$ cat src/rtl/rv_enc_pkg.sv
// Shared RV32I encoding constants and the field bundle carried through the encoder pipeline.
package rv_enc_pkg;

  localparam logic [2:0] FMT_R = 3'd0;
  localparam logic [2:0] FMT_I = 3'd1;
  localparam logic [2:0] FMT_S = 3'd2;
  localparam logic [2:0] FMT_B = 3'd3;
  localparam logic [2:0] FMT_U = 3'd4;
  localparam logic [2:0] FMT_J = 3'd5;

  localparam logic [4:0] LOAD   = 5'b00000;
  localparam logic [4:0] OP_IMM = 5'b00100;
  localparam logic [4:0] AUIPC  = 5'b00101;
  localparam logic [4:0] STORE  = 5'b01000;
  localparam logic [4:0] OP     = 5'b01100;
  localparam logic [4:0] LUI    = 5'b01101;
  localparam logic [4:0] BRANCH = 5'b11000;
  localparam logic [4:0] JALR   = 5'b11001;
  localparam logic [4:0] JAL    = 5'b11011;

  localparam logic [31:0] NOP_IR = 32'h0000_0013;

  typedef struct packed {
    logic [2:0]  fmt;
    logic [4:0]  opcode;
    logic [4:0]  rd;
    logic [4:0]  rs1;
    logic [4:0]  rs2;
    logic [2:0]  funct3;
    logic [6:0]  funct7;
    logic [31:0] imm;
  } fields_t;

  // True when v[31:k] are all copies of one bit, i.e. v fits a (k+1)-bit signed field.
  function automatic logic sext_fits(input logic [31:0] v, input int unsigned k);
    logic [31:0] s;
    s = 32'($signed(v) >>> k);
    return (s == '0) || (s == '1);
  endfunction

endpackage

$ cat src/rtl/instr_pack.sv
// Combinational RV32I field packer with immediate range check.
module instr_pack
  import rv_enc_pkg::*;
(
  input  fields_t     f,
  output logic [31:0] ir,
  output logic        err
);

  logic [24:0] hi;

  always_comb begin
    hi  = '0;
    err = 1'b0;
    ir  = NOP_IR;
    case (f.fmt)
      FMT_R: hi = {f.funct7, f.rs2, f.rs1, f.funct3, f.rd};
      FMT_I: begin
        hi  = {f.imm[11:0], f.rs1, f.funct3, f.rd};
        err = !sext_fits(f.imm, 11);
      end
      FMT_S: begin
        hi  = {f.imm[11:5], f.rs2, f.rs1, f.funct3, f.imm[4:0]};
        err = !sext_fits(f.imm, 11);
      end
      FMT_B: begin
        hi  = {f.imm[12], f.imm[10:5], f.rs2, f.rs1, f.funct3, f.imm[4:1], f.imm[11]};
        err = !sext_fits(f.imm, 12) || f.imm[0];
      end
      FMT_U: begin
        hi  = {f.imm[31:12], f.rd};
        err = |f.imm[11:0];
      end
      FMT_J: begin
        hi  = {f.imm[20], f.imm[10:1], f.imm[11], f.imm[19:12], f.rd};
        err = !sext_fits(f.imm, 20) || f.imm[0];
      end
      default: err = 1'b1;
    endcase
    // Illegal formats emit a canonical NOP rather than a half-built word.
    if (f.fmt <= FMT_J) ir = {hi, f.opcode, 2'b11};
  end

endmodule

$ cat src/rtl/instr_encoder.sv
// Two-stage valid/ready RV32I instruction encoder: S1 holds fields, S2 holds ir/err/addr.
module instr_encoder
  import rv_enc_pkg::*;
#(
  parameter int unsigned ADDR_W    = 8,
  parameter int unsigned BASE_ADDR = 0
) (
  input  logic              clk,
  input  logic              rst,
  input  logic              flush,
  input  logic              in_valid,
  output logic              in_ready,
  input  logic [2:0]        fmt,
  input  logic [4:0]        opcode,
  input  logic [4:0]        rd,
  input  logic [4:0]        rs1,
  input  logic [4:0]        rs2,
  input  logic [2:0]        funct3,
  input  logic [6:0]        funct7,
  input  logic [31:0]       imm,
  output logic              out_valid,
  input  logic              out_ready,
  output logic [31:0]       ir,
  output logic [ADDR_W-1:0] addr,
  output logic              err
);

  localparam logic [ADDR_W-1:0] BaseAddr = ADDR_W'(BASE_ADDR);

  fields_t           s1_q;
  logic              s1_valid_q;
  logic              out_valid_q;
  logic [31:0]       ir_q;
  logic              err_q;
  logic [ADDR_W-1:0] addr_q;

  logic [31:0] pack_ir;
  logic        pack_err;
  logic        advance;
  logic        accept;
  logic        out_fire;

  instr_pack u_pack (
    .f   (s1_q),
    .ir  (pack_ir),
    .err (pack_err)
  );

  always_comb begin
    advance  = s1_valid_q && (!out_valid_q || out_ready);
    in_ready = !rst && !flush && (!s1_valid_q || advance);
    accept   = in_valid && in_ready;
    out_fire = out_valid_q && out_ready;
  end

  always_ff @(posedge clk) begin
    if (rst) begin
      s1_q        <= '0;
      s1_valid_q  <= 1'b0;
      out_valid_q <= 1'b0;
      ir_q        <= '0;
      err_q       <= 1'b0;
      addr_q      <= BaseAddr;
    end else if (flush) begin
      s1_valid_q  <= 1'b0;
      out_valid_q <= 1'b0;
      addr_q      <= BaseAddr;
    end else begin
      if (accept) s1_q <= '{fmt: fmt, opcode: opcode, rd: rd, rs1: rs1, rs2: rs2,
                             funct3: funct3, funct7: funct7, imm: imm};
      s1_valid_q <= accept || (s1_valid_q && !advance);
      if (advance) begin
        ir_q  <= pack_ir;
        err_q <= pack_err;
      end
      out_valid_q <= advance || (out_valid_q && !out_ready);
      // addr names the word currently in S2, so it moves only when that word leaves.
      if (out_fire) addr_q <= addr_q + 1'b1;
    end
  end

  assign out_valid = out_valid_q;
  assign ir        = ir_q;
  assign err       = err_q;
  assign addr      = addr_q;

endmodule

$ cat config.mk
export PLATFORM = sky130hd
export DESIGN_NAME = instr_encoder
export DESIGN_NICKNAME = d
export VERILOG_FILES = /design/src/rtl/rv_enc_pkg.sv /design/src/rtl/instr_pack.sv /design/src/rtl/instr_encoder.sv
export SDC_FILE = /design/constraint.sdc
export NUM_CORES = 1
export LEC_CHECK = 0
export CORE_MARGIN = 1.5
export CORE_UTILIZATION = 35
export CTS_CLUSTER_SIZE = 30
export DETAILED_ROUTE_END_ITERATION = 7
export PLACE_DENSITY = 0.7
export SYNTH_ARGS = -nofsm -noshare
export SYNTH_HDL_FRONTEND = slang
export SYNTH_SLANG_ARGS = --single-unit
$ cat constraint.sdc
create_clock -name clk -period 3.7 [get_ports clk]
set_input_delay 0.37 -clock clk [delete_from_list [all_inputs] [get_ports clk]]
set_output_delay 0.37 -clock clk [all_outputs]
set_load 0.01 [all_outputs]
Word level (Yosys, flattened, before mapping):

Cells that the tools add are included.

* bits in registers: 108
* bits in latches: 0
* RAM bits: 0
* bits in read-only memories: 0
* bits of input ports: 70
* output and inout bits: 43
* word-level logic and storage cells: 61
* memories: 0

* add/subtract/negate cells: 1
* multipliers: 0
* div/mod/pow operators: 0
* $lt $le $gt $ge: 1
* eq/ne operators: 8
* shift operators: 0
* multiplexer cells: 3
* bitwise logic cells: 1
* reduce and logical (&&, ||, !) cells: 34

Operator list (count)
* 25-bit case mux with 6 select lines: 1
* 32-bit equality test (second input constant): 3
* 32-bit zero test: 3
* 32-bit two-way mux: 1
* 12-bit OR reduction: 1
* 1-bit zero test: 9
* 1-bit logical OR: 9
* 8-bit by 1-bit adder with 8-bit output (second input constant): 1
* 1-bit logical AND: 7
* 3-bit by 2-bit equality test with 1-bit output (second input constant): 2
* 3-bit equality test (second input constant): 2
* 1-bit case mux with 5 select lines: 1
* 2-bit AND reduction: 2
* 2-bit OR reduction: 2
* 3-bit by 1-bit equality test with 1-bit output (second input constant): 1
* 3-bit <= comparator (second input constant): 1
* 3-bit zero test: 1
* 1-bit inverter: 1

Logic depth before layout (Yosys ltp):

Gate-level depths: netlist of run 1.

* depth after elaboration: 7
* gate-level depth with buffers: 8
* gate-level depth less buffers: 5

Modules after synthesis:

From an unflattened synthesis of run 1, not the netlist that was laid out.

* cell total of the unflattened synthesis: 624
* area, all modules: 4941.0 um2

Modules (own cells, without submodules)
* instr_encoder: instances 1, cells each 501, area an instance 4189.0 um2
* instr_pack: instances 1, cells each 123, area an instance 752.0 um2

Worst setup path after synthesis of run 1:

OpenSTA, ideal clock, no wires.

* path kind: in2reg
* from: in rst
* to: reg s1_q[27] in the netlist's numbering
* library setup time: 0.132 ns
* arrival time: 1.453 ns
* required time: 3.568 ns
* path slack: 2.114 ns
* cell stages on the path: 8
* buffers on the path: 3
* cell sequence: buf_6 or2_1 a21oi_2 nand2_1 buf_2 clkbuf_1 nand2_1 a21oi_1

* word-level cells in the longest chain between the ends: 5

Ends and longest elaborated chain
* start, declared: line instr_encoder.sv:9 `input logic rst,`
* 1-bit zero test: line instr_encoder.sv:51 `in_ready = !rst && !flush && (!s1_valid_q || advance);`
* 1-bit logical AND (2 in a row): line instr_encoder.sv:51
* named net in_ready: line instr_encoder.sv:12 `output logic in_ready,`
* 1-bit logical AND: line instr_encoder.sv:52 `accept = in_valid && in_ready;`
* 2-bit AND reduction (no source line)
* end signal, assigned: line instr_encoder.sv:69 `if (accept) s1_q <= '{fmt: fmt, opcode: opcode, rd: rd, rs1: rs1, rs2: rs2,`
* end, declared: line instr_encoder.sv:30 `fields_t s1_q;`

The timed path passes the listed nets, and every way through them passes these cells.
A chain may end at the register's enable or synchronous reset.

Final worst setup path of run 1:

* from: in flush
* to: out in_ready

* word-level cells in the longest chain between the ends: 3

Ends and longest elaborated chain
* start, declared: line instr_encoder.sv:10 `input logic flush,`
* 1-bit zero test: line instr_encoder.sv:51
* 1-bit logical AND (2 in a row): line instr_encoder.sv:51
* end, declared: line instr_encoder.sv:12

Every way passes these cells.

==> impl_metrics.csv, run 1 <==
group,metric,value,unit
worst_hold_path,min-delay-path-class,"reg -> reg",
detailed_routing,detailedRoute.firstPassIterationCount,5,
floorplanning,fp.dieH,116,um
clock_tree,number_of_clock_sinks,107,
global_route,grt_pass1_wl,19.4,mm
detailed_routing,wl_per_cell,14.8,um
clock_tree,cts.path.max_buffers,2,
yosys,synth_top_area_share,0.478,
floorplanning,fp-row-count,41,
yosys,synth_enable_flop_cells,0,
yosys,ys_seq_elements,107,
detailed_routing,drt_wl_total,12.0,mm
timing,final.setup.tns,0,ps
finish,antenna_cells,0,
yosys,synth.area.mux_share,0.0263,
detailed_routing,routed_via_density,5.08,
pwr,power.ir.vdd_worst,0.229,mV
global_route,grt_start_max_net_pins,99,
yosys,synth_area_in_compound_gates,0.192,
pwr,power-per-cell-area,404,nW/um2
job,max_cap_viol_count,0,
detailed_routing,drc,0,
timing,finalCritPeriodShare,0.657,
detailed_routing,ant_nets,0,
timing,max_freq,411,MHz
yosys,post_synth_xor_area_fraction,0.0137,
finish,fin_nets,706,
timing,min_period,2430,ps
placement,gpl.final_weighted_congestion,0.812,
yosys,ys_async_sr_fraction,0,
finish,layout_commonest_cell,"nand2_1",
timing,finClkSkew,9.52,ps
clock_tree,cts_tree,"built",
global_route,grt_overflow,0,
yosys,adder_cell_share_of_the_synthesized_area,0.00279,
setup_path,crit-reg2reg-capture,"err",
setup_path,timing.critical_path.arrival,2060,ps
setup_path,timing.critical_path.required,3330,ps
setup_path,path_class,"in -> out",
setup_path,setup.worst_path.end_class,"primary output",
placement,dp_cells,796,
clock_tree,clockRootBuffer,"clkbuf_16",
setup_path,worst-r2r-cell-count,5,
floorplanning,die_w,116,um
yosys,synth_top_cell_by_area,"dfxtp_1",
floorplanning,core-area,12600,um2
worst_hold_path,hold_start,"s1_q[59]",
finish,final_core_utilization,0.470,
yosys,post_synthesis_share_of_cell_area_spent_on_and_or_nand_and_nor_gates,0.219,
floorplanning,design.die.area,13500,um2
detailed_routing,detailedRoute.firstIterationViolations,321,
floorplanning,top_level_ports,113,
setup_path,r2r-start,"out_valid",
finish,layout.cell_area.non_filler,5910,um2
setup_path,r2r_slack,1530,ps
finish,layout-drive-gt1-share,0.0547,
placement,post_dp_cell_area,5610,um2
pwr,static-leakage-power,1.96,nW
global_route,grt_use_total,0.183,
yosys,number_of_nets_produced_by_synthesis,617,
timing,worst_pin_slew,973,ps
setup_path,crit_path_start,"flush",
timing,rsz0062_at_grt,"false",
yosys,yosysSeqAreaShare,0.478,
yosys,postSynth.topFlopCell,"dfxtp_1",
clock_tree,hold_buf_cts,0,
floorplanning,initial_core_util,0.356,
global_route,grt_pass1_vias,4011,
setup_path,timing.critical_path.from_type,"primary input",
timing,slew-limit-headroom,0.352,
finish,area_growth,31.9,%
placement,place.detailed.hpwl,8.63,mm
yosys,yosys_warnings,0,
finish,most_frequent_cells_in_the_layout,"nand2_1 (147), clkdlybuf4s50_1 (111), dfxtp_1 (107)",
clock_tree,post-cts-setup-buffers,0,
timing,setup_viol,0,
yosys,synth.area.top_cells,"dfxtp_1 (48%), nand2_1 (12%), a21oi_1 (7.9%)",
finish,final_cells,812,
finish,n_fill_cell,1221,
yosys,post_syn_instances,546,
placement,buffer_ports.inserted,112,
run_status,status,"complete, no violations",
clock_tree,cts_made_buffers,9,
clock_tree,cts-resized-gates,0,
clock_tree,clock_tree.htree_level_count,3,
worst_hold_path,worst_hold_path.endpoint,"ir[4]",
yosys,post_synth_instance_area,4480,um2
worst_hold_path,whs_path_depth,2,
clock_tree,clkLatencyLatePin,330,ps
setup_path,crit_fanout,11,
timing,hold_viol_final,0,
yosys,netlist-cell-type-count,49,
yosys,synth_area_per_cell,8.20,um2
detailed_routing,route.vias.total,4123,
yosys,main_combinational_cell_family_by_area_after_synthesis,"simple AND/OR/NAND/NOR gates",
global_route,initial_antenna_violation_count,0,
timing,maxSlewViolCount,0,
clock_tree,cts.clk_slew.worst_paths,70,ps
-- critical path, cell delays in order --
cell	delay, ps
clkdlybuf4s50_1	480
or2_1	410
a21oi_2	230
clkdlybuf4s50_1	570
-- power breakdown --
group | total, mW | switching, mW | leakage [nW] | internal (mW)
clock | 0.946 | 0.405 | 0.145 | 0.540
sequential | 1.21 | 0.0283 | 0.868 | 1.18
combinational | 0.228 | 0.107 | 0.951 | 0.121
total | 2.38 | 0.541 | 1.96 | 1.84
-- metal layers --
layer | wire length, um | global-route usage | share of wire | vias up
met4 | 374 | 0.0837 | 0.031 | 0
met1 | 5430 | 0.235 | 0.45 | 1900
met5 | 0 | 0 | 0 | -
li1 | - | - | - | 2047
met2 | 5620 | 0.303 | 0.47 | 149
met3 | 618 | 0.0317 | 0.051 | 27
-- flip-flops by register name, summed over array words and instances (netlist names) --
register,cells
s1_q,65
addr,8
out_valid,1
err,1
s1_valid_q,1
ir,31
-- kinds of logic after synthesis --
group / count (synthesis)
AND/OR/NAND/NOR: 231
AO/OA/AOI/OAI: 137
flip-flops: 107
buffers and inverters: 52
multiplexers: 11
XOR/XNOR: 7
adder cells (fa/ha/maj): 1
-- layout make-up --
| type | count | area, um2 | area share |
|---|---|---|---|
| multi-input cells | 387 | 2040 | 0.346 |
| repair buffers | 119 | 1170 | 0.198 |
| flip-flops and latches | 107 | 2140 | 0.363 |
| clock buffers | 11 | 243 | 0.0411 |
| well taps | 172 | 215 | 0.0364 |
| inverters | 11 | 41.3 | 0.00699 |
| clock inverters | 5 | 52.6 | 0.00890 |
-- how the worst max path moves through the flow --
stage	end	slack (ps)	cells after the start
after floorplan	s1_q[27]	2110	8
after global placement	err	1040	6
after detailed placement	s1_q[54]	1010	7
after CTS	in_ready	1280	4
after global routing	s1_q[54]	1160	7
final	in_ready	1270	4
-- Yosys cell counts, types with 5 or more instances --
master	n
nor2_1	43
a22o_1	6
nand2_1	148
mux2i_1	5
a21oi_1	71
buf_2	11
clkbuf_1	18
o21ai_0	12
inv_1	10
nand4_1	8
xor2_1	6
mux2_2	6
a22oi_1	18
nor4_1	8
dfxtp_1	107
o221ai_1	11
buf_8	5
-- metrics by stage --
stage,total power [mW],hold WS [ps],setup WS (ps)
2_1_floorplan,1.35,431,2110
3_3_place_gp,1.46,439,1040
3_5_place_dp,1.46,449,1010
4_1_cts,2.40,458,1280
5_1_grt,2.47,471,1160
6_report,2.38,454,1270
No activity file was read; power rests on OpenSTA's default activity.
==> inputs of run 2 (changes only) <==
--- a/config.mk
+++ b/config.mk
@@ -9,7 +9,7 @@
 export CORE_UTILIZATION = 35
 export CTS_CLUSTER_SIZE = 30
 export DETAILED_ROUTE_END_ITERATION = 7
-export PLACE_DENSITY = 0.7
+export PLACE_DENSITY = 0.73
 export SYNTH_ARGS = -nofsm -noshare
 export SYNTH_HDL_FRONTEND = slang
 export SYNTH_SLANG_ARGS = --single-unit
==> constraint.sdc (replaced) <==
create_clock -name clk -period 2 [get_ports clk]
set_input_delay 0.2 -clock clk [delete_from_list [all_inputs] [get_ports clk]]
set_output_delay 0.2 -clock clk [all_outputs]
set_load 0.01 [all_outputs]
==> run 2 against run 1 <==
Effect of this change:
- total power grew 85%
- die area is the same
- global-route usage shrank 0.51 points
- utilization grew 0.72 points
- worst setup slack lost 1200 ps
- sequential cell count is the same
- sequential share of layout area shrank 0.54 points
- critical path type unchanged
- largest cell class unchanged
- largest power group unchanged
==> impl_metrics.csv, run 2 (same netlist as run 1, synthesis figures left out) <==
group,metric,value,unit
placement,gpl.final_weighted_congestion,0.845,
timing,min_period,1920,ps
global_route,grt_start_max_net_pins,99,
setup_path,crit_path_start,"flush",
global_route,initial_antenna_violation_count,0,
clock_tree,number_of_clock_sinks,107,
global_route,grt_pass1_vias,3829,
pwr,power.ir.vdd_worst,0.458,mV
pwr,power-per-cell-area,737,nW/um2
pwr,power.net_switching,1.02,mW
placement,place.detailed.hpwl,8.55,mm
finish,largest_register_ff_count,65,
setup_path,timing.critical_path.required,1800,ps
timing,rsz0062_at_grt,"false",
job,max_cap_viol_count,0,
pwr,combinationalPowerShare,0.099,
detailed_routing,wl_per_cell,14.5,um
timing,slew-limit-headroom,0.350,
setup_path,r2r-start,"s1_q[63]",
timing,hold_viol_final,0,
floorplanning,design.die.area,13500,um2
worst_hold_path,hold_start,"rst",
setup_path,timing.critical_path.from_type,"primary input",
floorplanning,initial_core_util,0.356,
global_route,grt_pass1_wl,18.7,mm
finish,area_growth,33.9,%
clock_tree,cts_made_buffers,9,
detailed_routing,drt_wl_total,11.9,mm
clock_tree,clock_tree.htree_level_count,3,
finish,layout_commonest_cell,"nand2_1",
finish,layout-drive-gt1-share,0.0649,
clock_tree,post-cts-setup-buffers,0,
clock_tree,cts-resized-gates,0,
timing,setup_viol,0,
clock_tree,cts.path.max_buffers,2,
run_status,status,"complete, no violations",
clock_tree,hold_buf_cts,0,
setup_path,critical_path.cell_chain,"clkdlybuf4s50_1 > or2_1 > a21oi_2 > clkdlybuf4s50_1",
pwr,power.clock.fraction,0.394,
finish,antenna_cells,0,
detailed_routing,detailedRoute.firstIterationViolations,288,
setup_path,path_class,"in -> out",
finish,fin_nets,713,
clock_tree,clockRootBuffer,"clkbuf_16",
detailed_routing,routed_via_density,4.98,
setup_path,path_common_cell,"clkdlybuf4s50_1",
timing,finalCritPeriodShare,0.958,
setup_path,worst_path_max_delay_cell,"clkdlybuf4s50_1",
pwr,power.sequential.fraction,0.507,
detailed_routing,detailedRoute.firstPassIterationCount,4,
placement,buffer_ports.inserted,112,
placement,dp_cells,803,
pwr,cellInternalPower,3.39,mW
timing,worst_pin_slew,975,ps
timing,max_freq,522,MHz
clock_tree,cts_tree,"built",
finish,most_frequent_cells_in_the_layout,"nand2_1 (147), clkdlybuf4s50_1 (111), dfxtp_1 (107)",
clock_tree,cts.clk_slew.worst_paths,70,ps
setup_path,timing.critical_path.arrival,1720,ps
finish,final_cells,819,
global_route,grt_use_total,0.178,
timing,maxSlewViolCount,0,
floorplanning,top_level_ports,113,
setup_path,setup.worst_path.end_class,"primary output",
detailed_routing,ant_nets,0,
floorplanning,fp.dieH,116,um
clock_tree,clkLatencyLatePin,350,ps
pwr,static-leakage-power,2.00,nW
global_route,grt_overflow,0,
floorplanning,fp-row-count,41,
detailed_routing,drc,0,
timing,final.setup.tns,0,ps
detailed_routing,route.vias.total,4077,
finish,register_with_the_most_flip_flops,"s1_q",
setup_path,crit_fanout,3,
worst_hold_path,min-delay-path-class,"in -> reg",
pwr,switching_share,0.232,
timing,finClkSkew,7.30,ps
setup_path,max_stage_delay,580,ps
floorplanning,die_w,116,um
floorplanning,core-area,12600,um2
-- run 2: through the flow --
step / cell area (um2) / hold WS (ps) / total power, mW / util / worst slack [ps]
floorplan: 4480 / 317 / 2.49 / - / 447
global placement: 5700 / 442 / 2.72 / 0.454 / 82.1
detailed placement: 5700 / 449 / 2.72 / 0.454 / 12.2
CTS: 6000 / 351 / 4.45 / 0.477 / 88.7
global route: 6000 / 394 / 4.58 / 0.477 / 24.5
finish: 6000 / 357 / 4.42 / 0.477 / 83.9
-- run 2: cell type report --
class	instances	area [um2]
repair buffers	126	1260
fillers	1191	6570
flip-flops and latches	107	2140
inverters	11	41.3
clock inverters	6	66.3
multi-input cells	387	2040
well taps	172	215
clock buffers	10	229
-- run 2: worst paths after layout --
path / to / slack [ps] / cells after the start
hold reg to reg: s1_q[36] / 460 / 2
hold / removal: addr[0] / 360 / 4
setup / recovery: in_ready / 80 / 4
setup reg to reg: ir[29] / 160 / 5
-- run 2: metal layers --
layer  wire, um  vias up  global-route usage
met5          0        -                   0
met4        168        0              0.0577
met3        558       11              0.0280
met2       5830      112               0.304
met1       5320     1890               0.231
li1           -     2064                   -
-- run 2: worst max-delay path, delay by kind of cell --
kind / cells / cell delay, ps
AO/OA/AOI/OAI: 1 / 180
buffers and inverters: 2 / 1050
AND/OR/NAND/NOR: 1 / 280
-- run 2: power by group through the flow --
| stage | Combinational [mW] | Clock (mW) | Sequential [mW] |
|---|---|---|---|
| final | 0.435 | 1.74 | 2.24 |
| after global routing | 0.475 | 1.85 | 2.25 |
| after CTS | 0.438 | 1.77 | 2.24 |
| after detailed placement | 0.435 | 0 | 2.29 |
| after global placement | 0.430 | 0 | 2.29 |
| after floorplan | 0.217 | 0 | 2.27 |
